**config.mk**
```make
export PLATFORM = sky130hd
export DESIGN_NAME = ser_shift_ctrl
export DESIGN_NICKNAME = d
export VERILOG_FILES = /design/src/rtl/ser_shift_ctrl_pkg.sv /design/src/rtl/ser_shift_ctrl_shift_stage.sv /design/src/rtl/ser_shift_ctrl.sv
export SDC_FILE = /design/constraint.sdc
export NUM_CORES = 1
export LEC_CHECK = 0
export BUFFER_PORTS_ARGS = -buffer_cell sky130_fd_sc_hd__clkbuf_2
export CAP_MARGIN = 5
export CORE_MARGIN = 2
export CORE_UTILIZATION = 33
export CTS_CLUSTER_SIZE = 24
export DETAILED_ROUTE_END_ITERATION = 7
export HOLD_SLACK_MARGIN = 0.1
export PLACE_DENSITY = 0.63
export SLEW_MARGIN = 5
export SYNTH_ARGS = -nofsm -noshare
export SYNTH_HDL_FRONTEND = slang
export SYNTH_SLANG_ARGS = --single-unit
```
**constraint.sdc**
```tcl
create_clock -name clk -period 1.94 [get_ports clk]
set_clock_uncertainty 0.1 [all_clocks]
set_input_delay 0.388 -clock clk [delete_from_list [all_inputs] [get_ports clk]]
set_output_delay 0.388 -clock clk [all_outputs]
set_load 0.01 [all_outputs]
```
**src/rtl/ser_shift_ctrl_pkg.sv**
```systemverilog
// Shared types and helpers for the parallel-to-serial shift controller.
package ser_shift_ctrl_pkg;

  typedef enum logic [1:0] {
    S_IDLE  = 2'd0,
    S_SHIFT = 2'd1,
    S_DONE  = 2'd2
  } state_t;

  // Bit counter only has to reach width-1, and never narrower than one bit.
  function automatic int bit_cnt_width(input int width);
    return (width > 1) ? $clog2(width) : 1;
  endfunction

endpackage

```
**src/rtl/ser_shift_ctrl_shift_stage.sv**
```systemverilog
// Loadable bidirectional shift register with zero fill; load wins over shift.
module shift_stage #(
  parameter int WIDTH = 8
) (
  input  logic             clk,
  input  logic             rst,
  input  logic             load,
  input  logic             en,
  input  logic             dir,
  input  logic [WIDTH-1:0] d,
  output logic [WIDTH-1:0] q
);

  logic [WIDTH-1:0] r_q;

  // NOTE: this is a register bank of plain flops, not a RAM, so it can and does take the async reset.
  always_ff @(posedge clk or posedge rst) begin
    if (rst) begin
      r_q <= '0;
    end else if (load) begin
      // NOTE: non-blocking here so every flop samples pre-edge values, whatever the statement order.
      r_q <= d;
    end else if (en) begin
      r_q <= dir ? {r_q[WIDTH-2:0], 1'b0} : {1'b0, r_q[WIDTH-1:1]};
    end
  end

  assign q = r_q;

endmodule

```
**src/rtl/ser_shift_ctrl.sv**
```systemverilog
// Valid/ready word intake, bit-period timing and frame sequencing around shift_stage.
module ser_shift_ctrl
  import ser_shift_ctrl_pkg::*;
#(
  parameter int   WIDTH    = 8,
  parameter int   DIV_W    = 16,
  parameter logic IDLE_LVL = 1'b1
) (
  input  logic             clk,
  input  logic             rst,
  input  logic             s_valid,
  output logic             s_ready,
  input  logic [WIDTH-1:0] s_data,
  input  logic             s_msb_first,
  input  logic [DIV_W-1:0] div,
  input  logic             abort,
  output logic             ser_out,
  output logic             bit_tick,
  output logic             busy,
  output logic             done
);

  localparam int CNT_W = bit_cnt_width(WIDTH);

  state_t           r_state;
  logic             r_dir;
  logic [DIV_W-1:0] r_div;
  logic [DIV_W-1:0] r_baud_cnt;
  logic [CNT_W-1:0] r_bit_cnt;
  logic             r_busy;
  logic             r_done;

  logic             w_accept;
  logic             w_tick;
  logic             w_last;
  logic             w_shift_en;
  logic [WIDTH-1:0] w_q;

  assign w_accept   = (r_state == S_IDLE) && s_valid && !abort;
  assign w_tick     = (r_state == S_SHIFT) && (r_baud_cnt == r_div);
  assign w_last     = w_tick && (r_bit_cnt == CNT_W'(WIDTH - 1));
  assign w_shift_en = w_tick && !abort;

  shift_stage #(
    .WIDTH (WIDTH)
  ) u_shift_stage (
    .clk  (clk),
    .rst  (rst),
    .load (w_accept),
    .en   (w_shift_en),
    .dir  (r_dir),
    .d    (s_data),
    .q    (w_q)
  );

  always_ff @(posedge clk or posedge rst) begin
    if (rst) begin
      r_state    <= S_IDLE;
      r_dir      <= 1'b0;
      r_div      <= '0;
      r_baud_cnt <= '0;
      r_bit_cnt  <= '0;
      r_busy     <= 1'b0;
      r_done     <= 1'b0;
    end else begin
      r_done <= 1'b0;
      case (r_state)
        S_IDLE: begin
          if (w_accept) begin
            r_state    <= S_SHIFT;
            r_busy     <= 1'b1;
            r_dir      <= s_msb_first;
            r_div      <= div;
            r_baud_cnt <= '0;
            r_bit_cnt  <= '0;
          end
        end
        S_SHIFT: begin
          if (abort) begin
            r_state <= S_IDLE;
            r_busy  <= 1'b0;
          end else if (w_tick) begin
            r_baud_cnt <= '0;
            r_bit_cnt  <= r_bit_cnt + 1'b1;
            if (w_last) begin
              r_state <= S_DONE;
              r_done  <= 1'b1;
            end
          end else begin
            r_baud_cnt <= r_baud_cnt + 1'b1;
          end
        end
        S_DONE: begin
          r_state <= S_IDLE;
          r_busy  <= 1'b0;
        end
        default: begin
          r_state <= S_IDLE;
          r_busy  <= 1'b0;
        end
      endcase
    end
  end

  // Direction selects which end of the shift stage feeds the pin.
  assign ser_out  = (r_state == S_SHIFT) ? (r_dir ? w_q[WIDTH-1] : w_q[0]) : IDLE_LVL;
  assign s_ready  = (r_state == S_IDLE) && !abort;
  assign bit_tick = w_tick;
  assign busy     = r_busy;
  assign done     = r_done;

endmodule

```
* Word-level counts from Yosys, hierarchy flattened *
Index checks and enable logic that the tools add are counted.
Widths: inputs -> output; s select.

storage, ports and cells
  register bits = 48
  logic and storage cells = 59
  input bits = 29
  output and inout port bits = 5

cells by class
  $add $sub $neg = 2
  mux-type cells = 25
  equal/unequal tests = 9
  reduce and logical (&&, ||, !) cells = 15

operators by type and width
  kind                   number
  $mux 16                3
  $pmux 16 s2            1
  $mux 8                 3
  $add 16x1->16 const B  1
  $eq 16x16->1           1
  $mux 3                 3
  $mux 1                 8
  $mux 2                 4
  $logic_and 1x1->1      6
  $ne 2x2->1 const B     3
  $ne 3x3->1 const B     2
  $pmux 3 s2             1
  $reduce_and 3->1       2
  $pmux 2 s2             1
  $reduce_and 2->1       2
  $reduce_and 4->1       1
  $reduce_bool 2->1      2
  $add 3x1->3 const B    1
  $eq 3x3->1 const B     1
  $eq 2x1->1 const B     1
  $logic_not 2->1        1
  $ne 2x1->1 const B     1
  $pmux 1 s2             1
  $logic_not 1->1        1

* Longest topological paths before layout *
Gate-level depths: netlist of run 1.

  word-level depth = 7
  gate-level depth with buffers = 8
  gate-level depth less buffers = 5

* Cells and area by module *
From an unflattened synthesis of run 1, not the netlist that was laid out.

unflattened totals
  cells, all modules = 220
  area total of the unflattened synthesis = 2503.7 µm²

modules (own cells, without submodules)
  module          cells an instance  sequential area each (µm²)  instances  area an instance (µm²)
  ser_shift_ctrl  174                1001.0                      1          1996.9
  shift_stage     46                 200.2                       1          506.7

* Least setup slack after synthesis of run 1 *
Ideal clock, no wire load.

  path kind = register -> register
  start point = reg r_baud_cnt[7]
  end point = reg u_shift_stage.r_q[1], in the netlist u_shift_stage.q[1]
  path buffers = 1
  setup time = 125 ps
  arrival time = 1792 ps
  stages on the path, launching flop included = 7
  data required time = 1715 ps
  path slack = -77 ps
  path through = dfrtp_1 > xor2_1 > nor4_2 > nand4_4 > a21oi_4 > buf_6 > mux2_4

on the way
  longest elaborated chain between the ends = 4

ends and longest elaborated chain
  what                                RTL line                          text
  start, declared                     ser_shift_ctrl.sv:28              logic [DIV_W-1:0] r_baud_cnt;
  start signal, assigned              ser_shift_ctrl.sv:90              r_baud_cnt <= r_baud_cnt + 1'b1;
  $eq 16x16->1                        ser_shift_ctrl.sv:40              assign w_tick = (r_state == S_SHIFT) && (r_baud_cnt == r_div);
  $logic_and 1x1->1                   ser_shift_ctrl.sv:40
  $logic_and 1x1->1                   ser_shift_ctrl.sv:42              assign w_shift_en = w_tick && !abort;
  $reduce_bool 2->1 (no source line)  --
  end signal, assigned                ser_shift_ctrl_shift_stage.sv:24  r_q <= dir ? {r_q[WIDTH-2:0], 1'b0} : {1'b0, r_q[WIDTH-1:1]};
  end, declared                       ser_shift_ctrl_shift_stage.sv:14  logic [WIDTH-1:0] r_q;

No other way between the ends.
A chain may end at the register's enable or synchronous reset.

* Worst setup path in the final report of run 1 *
  start point = reg r_div[11]
  end point = out bit_tick

on the way
  longest elaborated chain between the ends = 2

ends and longest elaborated chain
  what                    RTL line              text
  start, declared         ser_shift_ctrl.sv:27  logic [DIV_W-1:0] r_div;
  start signal, assigned  ser_shift_ctrl.sv:73  r_div <= div;
  $eq 16x16->1            ser_shift_ctrl.sv:40
  $logic_and 1x1->1       ser_shift_ctrl.sv:40
  end, declared           ser_shift_ctrl.sv:18  output logic bit_tick,

No other way between the ends.

==> results of run 1 <==
[state kept, by name, indices dropped and copies added, names as in the netlist]
| signal | flops |
|---|---|
| r_dir | 1 |
| r_div | 16 |
| done | 1 |
| r_state | 2 |
| r_bit_cnt | 3 |
| busy | 1 |
| u_shift_stage.q | 8 |
| r_baud_cnt | 16 |
[power by group]
part / switching [uW] / internal [uW] / leakage [uW]
clock network: 352 / 382 / 0.0000541
logic: 261 / 370 / 0.000837
registers: 149 / 1170 / 0.000613
[logic make-up after synthesis]
family | synth area share
adders and majority gates | 0.01518
buffers and inverters | 0.03239
DFF | 0.4858
xor gates and xnor gates | 0.09919
and+or+nand+nor | 0.1630
muxes | 0.1478
AOI/OAI and AO/OA | 0.05669
[final timing paths]
check	start	end	cells past startpoint
min in group asynchronous	rst	r_div[2]	4
min	div[1]	r_div[1]	2
max reg2reg	r_div[11]	u_shift_stage.q[6]	7
max in group asynchronous	rst	r_state[0]	4
max	r_div[11]	bit_tick	6
min reg2reg	r_bit_cnt[0]	r_bit_cnt[0]	1
[metal layers]
metal,global-route usage,share of wire
met3,0.03088,0.039
met5,0,0
met2,0.2108,0.48
met1,0.1708,0.47
met4,0.03590,0.0083
[per-stage QoR]
| stage | hold WS (ns) | instances | worst slack [ns] | total power, uW | instance area [um2] |
|---|---|---|---|---|---|
| after floorplan | 0.3573 | 223 | -0.06978 | 1746 | 2472 |
| after global placement | 0.3382 | 376 | -0.1221 | 1924 | 2983 |
| after detailed placement | 0.3390 | 376 | -0.1423 | 1944 | 2983 |
| after CTS | 0.1997 | 390 | -0.3576 | 2690 | 3182 |
| after global routing | 0.2004 | 393 | -0.3710 | 2835 | 3238 |
| final | 0.2046 | 393 | -0.2828 | 2685 | 3238 |
[placed cells by master, fill, tap and decap left out, types with 2 or more instances in the layout]
cell and n:
nand2b_1 2, o21ai_0 8, nand4_1 4, nor2_1 18, nor4_2 4, nand3_1 4, xnor2_1 7, buf_6 5
dfrtp_1 46, inv_1 6, mux2i_1 8, nand2_1 18, o21ai_2 2, clkbuf_8 5, nor3_1 9, o21ai_1 2
buf_12 4, mux2_2 20, xor2_1 21, mux2_4 4, dfrtp_2 2, ha_1 3, clkbuf_2 32, buf_4 30
a21oi_1 3
[worst register-to-register path: cells and delay by family, from the launching register on]
kind / cells / cell delay [ns]
compound gates: 1 / 0.20
xor+xnor: 1 / 0.17
simple gates: 2 / 0.53
flops: 1 / 0.40
buf+inv: 2 / 0.34
mux: 1 / 0.33
[what timing repair did]
action,CTS,global route
resized for setup,14,14
endpoints found under the hold margin,48,0
pin swaps,8,5
gates cloned,0,1
endpoints found under the setup margin,13,32
hold buffers,1,0
buffers inserted,5,4
[final cells by class]
cell class,instances,share of cell area
inverter,7,0.008114
clock buffer,5,0.02125
timing repair buffer,72,0.1642
sequential,48,0.3717
multi-input combinational,159,0.3833
tap,99,0.03825
clock inverter,3,0.01314
==> flow_metrics.env, run 1 <==
export IMPL_core_mm2=0.007253
export IMPL_syn_area_mm2=0.002472
export IMPL_worstMarginPinSlew_ns=0.4946
export IMPL_fp_dieW_um=90.56
export IMPL_yosys_top_cells_count="dfrtp_1 (48), xor2_1 (21), mux2_2 (20), nor2_1 (20), nand2_1 (19)"
export IMPL_cp_top_family="simple AND/OR/NAND/NOR gates"
export IMPL_start_kind="flip-flop"
export IMPL_p_per_area_mw_per_mm2=829.1
export IMPL_grt_pass1_vias=1803
export IMPL_syn_mean_instance_area_um2=11.09
export IMPL_syn_nets=255
export IMPL_finalHoldViolCount=0
export IMPL_cts_buffer_depth=2
export IMPL_utilization=0.4464
export IMPL_status="finished with violations"
export IMPL_antenna_cells=0
export IMPL_synth_edf_count=0
export IMPL_clkSinkCount=48
export IMPL_multi_input_area_mm2=0.001241
export IMPL_r2r_slack_ns=-0.25
export IMPL_fmax_mhz=449.9
export IMPL_numPortBuffers=33
export IMPL_antenna_found_initial=0
export IMPL_arrival_ns=1.73
export IMPL_synth_seq_cells=48
export IMPL_synthMostInstantiatedCell="dfrtp_1"
export IMPL_clk_latency_ns=0.30
export IMPL_dr_total_vias=1814
export IMPL_ys_warn_count=0
export IMPL_layout_drive_gt1_share=0.4218
export IMPL_num_rows=31
export IMPL_grt_pass1_wl_um=8535
export IMPL_drc_errors=0
export IMPL_grt_ovfl_total=0
export IMPL_die_y_um=90.56
export IMPL_final_setup_viol_count=21
export IMPL_syn2layout_area_growth_pct=30.97
export IMPL_ios=34
export IMPL_cpMostUsedCell="buf_6"
export IMPL_period_share=1.146
export IMPL_p_leak_uw=0.001504
export IMPL_worst_path_max_delay_cell="dfrtp_1"
export IMPL_grt_max_degree=49
export IMPL_yosys_area_top_type_share=0.4858
export IMPL_synth_top_cells_by_area="dfrtp_1 (49%), mux2_2 (9.1%), xor2_1 (7.4%), mux2i_1 (3.2%), nor2_1 (3.0%)"
export IMPL_max_slew_margin_rel=0.6668
export IMPL_initial_core_util=0.3409
export IMPL_path_clk_slew_ns=0.09
export IMPL_cp_required_ns=1.45
export IMPL_critPathMaxFanout=2
export IMPL_ir_drop_mv=0.4460
export IMPL_max_stage_delay_ns=0.40
export IMPL_dieArea_mm2=0.008200
export IMPL_syn_inst=223
export IMPL_fillers=706
export IMPL_violations="negative setup slack"
export IMPL_synthArstFlopShare=1.000
export IMPL_dp_hpwl_um=3596
export IMPL_critPathBufInv=2
export IMPL_slew_viol_final=0
export IMPL_drtIter0Drc=83
export IMPL_grt_usage=0.1290
export IMPL_finalSetupTns_ns=-2.815
export IMPL_final_nets=325
export IMPL_tritoncts="done"
export IMPL_ys_seq_area_frac=0.4858
export IMPL_first_pass_iters=4
export IMPL_gp_congestion=0.8469
export IMPL_synth_ff_type="dfrtp_1"
export IMPL_regArea_mm2=0.001204
export IMPL_synth_top_cell_by_area="dfrtp_1"
export IMPL_drt_total_wl_um=5036
export IMPL_numCtsBuffers=5
export IMPL_critPathKind="flip-flop to output port"
export IMPL_viasPerCell=4.616
export IMPL_end_kind="output port"
export IMPL_cts_root_buf="clkbuf_8"
export IMPL_ant_nets=0
export IMPL_period_needed_ns=2.223
export IMPL_cap_violations=0
export IMPL_cp_cell_sequence="xor2_1, nor4_2, nand4_4, buf_6, nor2_4, buf_6"
export IMPL_setup_ws_ns=-0.2828
export IMPL_wl_per_cell_um=12.81
export IMPL_h_tree_depth=2
export IMPL_ys_types=37
export IMPL_rsz0062_at_grt="true"
export IMPL_hold_class="input port to flip-flop"
Power figures use the tool's default switching activity.
==> inputs of run 2 (changes only) <==
--- a/config.mk
+++ b/config.mk
@@ -7,6 +7,6 @@
 export LEC_CHECK = 0
-export BUFFER_PORTS_ARGS = -buffer_cell sky130_fd_sc_hd__clkbuf_2
+export BUFFER_PORTS_ARGS = -buffer_cell sky130_fd_sc_hd__buf_4
 export CAP_MARGIN = 5
 export CORE_MARGIN = 2
-export CORE_UTILIZATION = 33
+export CORE_UTILIZATION = 40
 export CTS_CLUSTER_SIZE = 24
@@ -14,3 +14,3 @@
 export HOLD_SLACK_MARGIN = 0.1
-export PLACE_DENSITY = 0.63
+export PLACE_DENSITY = 0.71
 export SLEW_MARGIN = 5
==> constraint.sdc (replaced) <==
create_clock -name clk -period 1.94 [get_ports clk]
set_clock_uncertainty 0.1 [all_clocks]
set_input_delay 0.194 -clock clk [delete_from_list [all_inputs] [get_ports clk]]
set_output_delay 0.194 -clock clk [all_outputs]
set_load 0.01 [all_outputs]
==> run 2 against run 1 <==
The run still ends with negative setup slack left. First-iteration DRC count is 61% higher. Cell count is 2.8% lower. Critical path depth is 2 higher. Sequential share of layout area is 2.1 points lower. Via count is 4.1% higher. Combinational power is 15% higher. Largest power group unchanged.
==> flow_metrics.env, run 2 (synthesized netlist as in run 1, its figures left out) <==
export IMPL_num_rows=28
export IMPL_initial_core_util=0.4151
export IMPL_first_pass_iters=4
export IMPL_cpMostUsedCell="buf_4"
export IMPL_layout_drive_gt1_share=0.3681
export IMPL_cap_violations=0
export IMPL_grt_ovfl_total=0
export IMPL_hold_class="input port to flip-flop"
export IMPL_clk_latency_ns=0.30
export IMPL_met3_usage=0.03261
export IMPL_met1_usage=0.2328
export IMPL_drt_total_wl_um=5264
export IMPL_end_kind="flip-flop"
export IMPL_violations="negative setup slack"
export IMPL_core_mm2=0.005956
export IMPL_clkSinkCount=48
export IMPL_dpl_cell_area_mm2=0.003003
export IMPL_path_clk_slew_ns=0.08
export IMPL_final_nets=338
export IMPL_critPathKind="flip-flop to flip-flop"
export IMPL_worst_path_max_delay_cell="dfrtp_1"
export IMPL_tritoncts="done"
export IMPL_die_y_um=82.62
export IMPL_antenna_cells=0
export IMPL_grt_usage=0.1727
export IMPL_final_setup_viol_count=27
export IMPL_dp_hpwl_um=3753
export IMPL_numCtsBuffers=5
export IMPL_worstHoldStart="abort"
export IMPL_ir_drop_mv=0.3612
export IMPL_fin_area_mm2=0.003425
export IMPL_cp_required_ns=2.03
export IMPL_period_needed_ns=2.144
export IMPL_p_per_area_mw_per_mm2=776.0
export IMPL_cp_cell_sequence="xor2_1, nor4_2, buf_4, nand4_4, buf_4, a21oi_4, buf_12, mux2_4"
export IMPL_finalHoldViolCount=0
export IMPL_fmax_mhz=466.4
export IMPL_critPathMaxFanout=8
export IMPL_grt_busiest_layer="met2"
export IMPL_p_int_uw=1894
export IMPL_period_share=1.105
export IMPL_grt_pass1_wl_um=8914
export IMPL_cts_buffer_depth=2
export IMPL_drtIter0Drc=134
export IMPL_utilization=0.5750
export IMPL_crit_start="r_div[10]"
export IMPL_start_kind="flip-flop"
export IMPL_worstMarginPinSlew_ns=0.5798
export IMPL_holdPathEnd="r_bit_cnt[1]"
export IMPL_dieArea_mm2=0.006826
export IMPL_r2r_slack_ns=-0.20
export IMPL_ios=34
export IMPL_antenna_found_initial=0
export IMPL_final_cell_mix="buf_4 (58), dfrtp_1 (48), xor2_1 (21)"
export IMPL_min_path_cells=3
export IMPL_grt_pass1_vias=1847
export IMPL_dr_total_vias=1888
export IMPL_h_tree_depth=2
export IMPL_fp_dieW_um=82.62
export IMPL_wl_per_cell_um=13.78
export IMPL_arrival_ns=2.24
export IMPL_final_common_cell="buf_4"
export IMPL_slew_viol_final=0
export IMPL_p_leak_uw=0.001579
export IMPL_ant_nets=0
export IMPL_max_stage_delay_ns=0.40
export IMPL_viasPerCell=4.942
export IMPL_comb_power_share=0.273
export IMPL_max_slew_margin_rel=0.6105
export IMPL_syn2layout_area_growth_pct=38.51
export IMPL_cts_root_buf="clkbuf_8"
export IMPL_numPortBuffers=33
export IMPL_gp_congestion=0.8330
export IMPL_p_clk_frac=0.231
export IMPL_p_sw_uw=763.2
export IMPL_reg2regPathDepth=8
export IMPL_whs_ns=0.1144
export IMPL_status="finished with violations"
export IMPL_fillers=506
export IMPL_swShare=0.2872
export IMPL_timing_rr_start="r_div[10]"
export IMPL_drc_errors=0
export IMPL_sequentialPowerShare=0.496
export IMPL_setup_ws_ns=-0.2042
export IMPL_timing_rr_end="u_shift_stage.q[2]"
export IMPL_multi_input_area_mm2=0.001272
export IMPL_regArea_mm2=0.001201
export IMPL_grt_max_degree=27
export IMPL_use_met2=0.2863
export IMPL_rsz0062_at_grt="true"
==> run 2: metrics by stage <==
step	power [uW]	setup slack (ns)	TNS, ns	std cells
detailed placement	1965	-0.09978	-0.8565	351
global placement	1941	-0.04814	-0.3261	351
global route	2814	-0.2879	-5.586	382
CTS	2652	-0.2018	-1.664	381
finish	2657	-0.2042	-2.960	382
floorplan	1746	-0.06978	-0.2791	223
==> run 2: critical path: cells and delay by family (launching register included) <==
kind / cells / cell delay, ns
AO/OA/AOI/OAI: 1 / 0.15
XOR/XNOR: 1 / 0.17
buffers and inverters: 3 / 0.50
flip-flops: 1 / 0.40
multiplexers: 1 / 0.30
AND/OR/NAND/NOR: 2 / 0.41
==> run 2: cell type report <==
cell class | count | area share
clock buffer | 8 | 0.02631
sequential | 48 | 0.3507
multi-input combinational | 159 | 0.3716
tap | 75 | 0.02740
timing repair buffer | 85 | 0.2163
inverter | 7 | 0.007673
==> run 2: power by group through the flow <==
stage | clock network, uW | logic [uW] | registers [uW]
floorplan | 0 | 464 | 1280
global placement | 0 | 614 | 1330
detailed placement | 0 | 629 | 1340
CTS | 630 | 704 | 1320
global route | 677 | 797 | 1340
finish | 613 | 725 | 1320
==> run 2: worst max-delay path by stage <==
stage / endpoint / slack, ns / cells after the start
2_1_floorplan: u_shift_stage.q[1] / -0.07 / 6
3_3_place_gp: u_shift_stage.q[5] / -0.05 / 7
3_5_place_dp: r_bit_cnt[0] / -0.1 / 6
4_1_cts: bit_tick / -0.20 / 6
5_1_grt: u_shift_stage.q[3] / -0.29 / 8
6_report: u_shift_stage.q[2] / -0.20 / 8
==> run 2: routing by layer <==
metal	vias to the layer above	wire [um]
li1	934	-
met1	900	2400
met2	48	2588
met3	6	206
met4	0	69
met5	-	0
==> run 2: timing repair <==
item                                    in CTS  in global routing
hold buffers                                19                  0
setup buffers                                3                  2
pin swaps                                    6                  7
endpoints found under the setup margin      13                 31
endpoints found under the hold margin       40                  0
resized for setup                           22                  7
==> inputs of run 3 (changes only) <==
- CORE_MARGIN: 2 -> default
==> run 3 against run 2 <==
Critical endpoint unchanged. Via count grew 1.5%. First-iteration DRC count shrank 38%. Design area grew 1.4%. Global-route usage grew 0.94 points. Cell count grew 0.79%. The run still ends with negative setup slack left. Clock power grew 2%. Sequential power is essentially flat. Count of clock-buffer cells in the layout is the same.
==> flow_metrics.env, run 3 (synthesized netlist as in run 1, its figures left out) <==
export IMPL_fmax_mhz=469.1
export IMPL_layout_drive_gt1_share=0.4000
export IMPL_use_met2=0.3246
export IMPL_grt_max_degree=28
export IMPL_dp_cells=354
export IMPL_setup_ws_ns=-0.1916
export IMPL_dr_total_vias=1917
export IMPL_numCtsBuffers=5
export IMPL_met3_usage=0.03523
export IMPL_finalNonFillerCells=385
export IMPL_violations="negative setup slack"
export IMPL_comb_power_share=0.264
export IMPL_final_common_cell="buf_4"
export IMPL_worstMarginPinSlew_ns=0.5666
export IMPL_cts_root_buf="clkbuf_8"
export IMPL_start_kind="flip-flop"
export IMPL_clk_latency_ns=0.30
export IMPL_ios=34
export IMPL_dieArea_mm2=0.006500
export IMPL_final_cell_mix="buf_4 (62), dfrtp_1 (48), xor2_1 (21)"
export IMPL_p_per_area_mw_per_mm2=762.2
export IMPL_drc_errors=0
export IMPL_max_slew_margin_rel=0.6217
export IMPL_slew_viol_final=0
export IMPL_grt_usage=0.1821
export IMPL_ir_drop_mv=0.4578
export IMPL_pre_cts_slack_ns=-0.1023
export IMPL_antenna_cells=0
export IMPL_period_share=1.099
export IMPL_hold_class="input port to flip-flop"
export IMPL_h_tree_depth=2
export IMPL_p_sw_uw=767.6
export IMPL_fillers=520
export IMPL_cap_violations=0
export IMPL_arrival_ns=2.22
export IMPL_syn2layout_area_growth_pct=40.49
export IMPL_grt_pass1_vias=1947
export IMPL_num_rows=28
export IMPL_met1_usage=0.2159
export IMPL_cp_required_ns=2.03
export IMPL_end_kind="flip-flop"
export IMPL_gp_congestion=0.7743
export IMPL_core_mm2=0.005956
export IMPL_p_clk_frac=0.236
export IMPL_p_int_uw=1880
export IMPL_grt_pass1_wl_um=8721
export IMPL_tritoncts="done"
export IMPL_p_leak_uw=0.001586
export IMPL_swShare=0.2900
export IMPL_antenna_found_initial=0
export IMPL_critPathMaxFanout=3
export IMPL_finalHoldViolCount=0
export IMPL_wl_per_cell_um=14.14
export IMPL_die_y_um=80.62
export IMPL_grt_ovfl_total=0
export IMPL_dp_hpwl_um=3866
export IMPL_viasPerCell=4.979
export IMPL_final_nets=341
export IMPL_sequentialPowerShare=0.500
export IMPL_numPortBuffers=33
export IMPL_drt_total_wl_um=5443
export IMPL_clkSinkCount=48
export IMPL_period_needed_ns=2.132
export IMPL_drtIter0Drc=83
export IMPL_status="finished with violations"
export IMPL_rsz0062_at_grt="true"
export IMPL_final_setup_viol_count=27
export IMPL_path_clk_slew_ns=0.09
export IMPL_grt_busiest_layer="met2"
export IMPL_critPathKind="flip-flop to flip-flop"
export IMPL_ant_nets=0
export IMPL_cts_buffer_depth=2
export IMPL_fp_dieW_um=80.62
export IMPL_initial_core_util=0.4151
export IMPL_first_pass_iters=4
[run 3: changes by cell type in the layout (fill, tap and decap cells not counted), sizes merged]
cell and delta:
buf +3
[run 3: timing repair]
item	4_1_cts	5_1_grt
hold endpoints to repair	43	0
resized for setup	20	20
setup endpoints to repair	15	30
setup buffers	4	0
pin swaps	11	6
hold buffers	19	0
[run 3: worst max-delay path, cell delays in order (launching register included)]
cell and delay [ns]:
dfrtp_1 0.40, xor2_1 0.17, nor4_2 0.28, buf_4 0.16
nand4_4 0.11, buf_6 0.16, a21oi_4 0.17, buf_4 0.16
mux2_4 0.29
[run 3: path summary, 6_finish.rpt]
path                               startpoint            endpoint  slack, ns  cells after the start
worst max-delay path            r_baud_cnt[7]  u_shift_stage.q[2]      -0.19                      8
worst max register to register  r_baud_cnt[7]  u_shift_stage.q[2]      -0.19                      8
max in group asynchronous                 rst       r_baud_cnt[1]       0.75                      4
worst min register to register   r_bit_cnt[0]        r_bit_cnt[0]       0.40                      1
worst min-delay path                s_data[6]  u_shift_stage.q[6]       0.13                      4
min in group asynchronous                 rst           r_div[13]       0.41                      3
[run 3: per-stage QoR]
stage / TNS (ns) / hold slack (ns) / util / power [uW] / instance area [um2]
3_5_place_dp: -0.5846 / 0.1952 / 0.5059 / 1968 / 3013
2_1_floorplan: -0.2791 / 0.2457 / - / 1746 / 2472
5_1_grt: -5.411 / 0.1282 / 0.5832 / 2802 / 3473
4_1_cts: -2.839 / 0.1226 / 0.5702 / 2653 / 3396
6_report: -2.911 / 0.1293 / 0.5832 / 2647 / 3473
3_3_place_gp: -0.08259 / 0.1912 / 0.5059 / 1939 / 3013
[run 3: final cells by class]
type	instances	area, um2	share of cell area
timing repair buffer	88	752.0	0.2165
sequential	48	1201	0.3458
clock buffer	8	90.09	0.02594
tap	75	93.84	0.02702
inverter	7	26.28	0.007565
multi-input combinational	159	1310	0.3772
[run 3: power groups by stage]
stage	combinational, uW	clock, uW	sequential (uW)
2_1_floorplan	464	0	1280
3_3_place_gp	610	0	1330
3_5_place_dp	629	0	1340
4_1_cts	692	641	1320
5_1_grt	765	691	1350
6_report	700	624	1320
[run 3: layer usage]
metal / wire [um] / vias up
li1: - / 943
met1: 2398 / 923
met2: 2791 / 44
met3: 178 / 7
met4: 74 / 0
met5: 0 / -
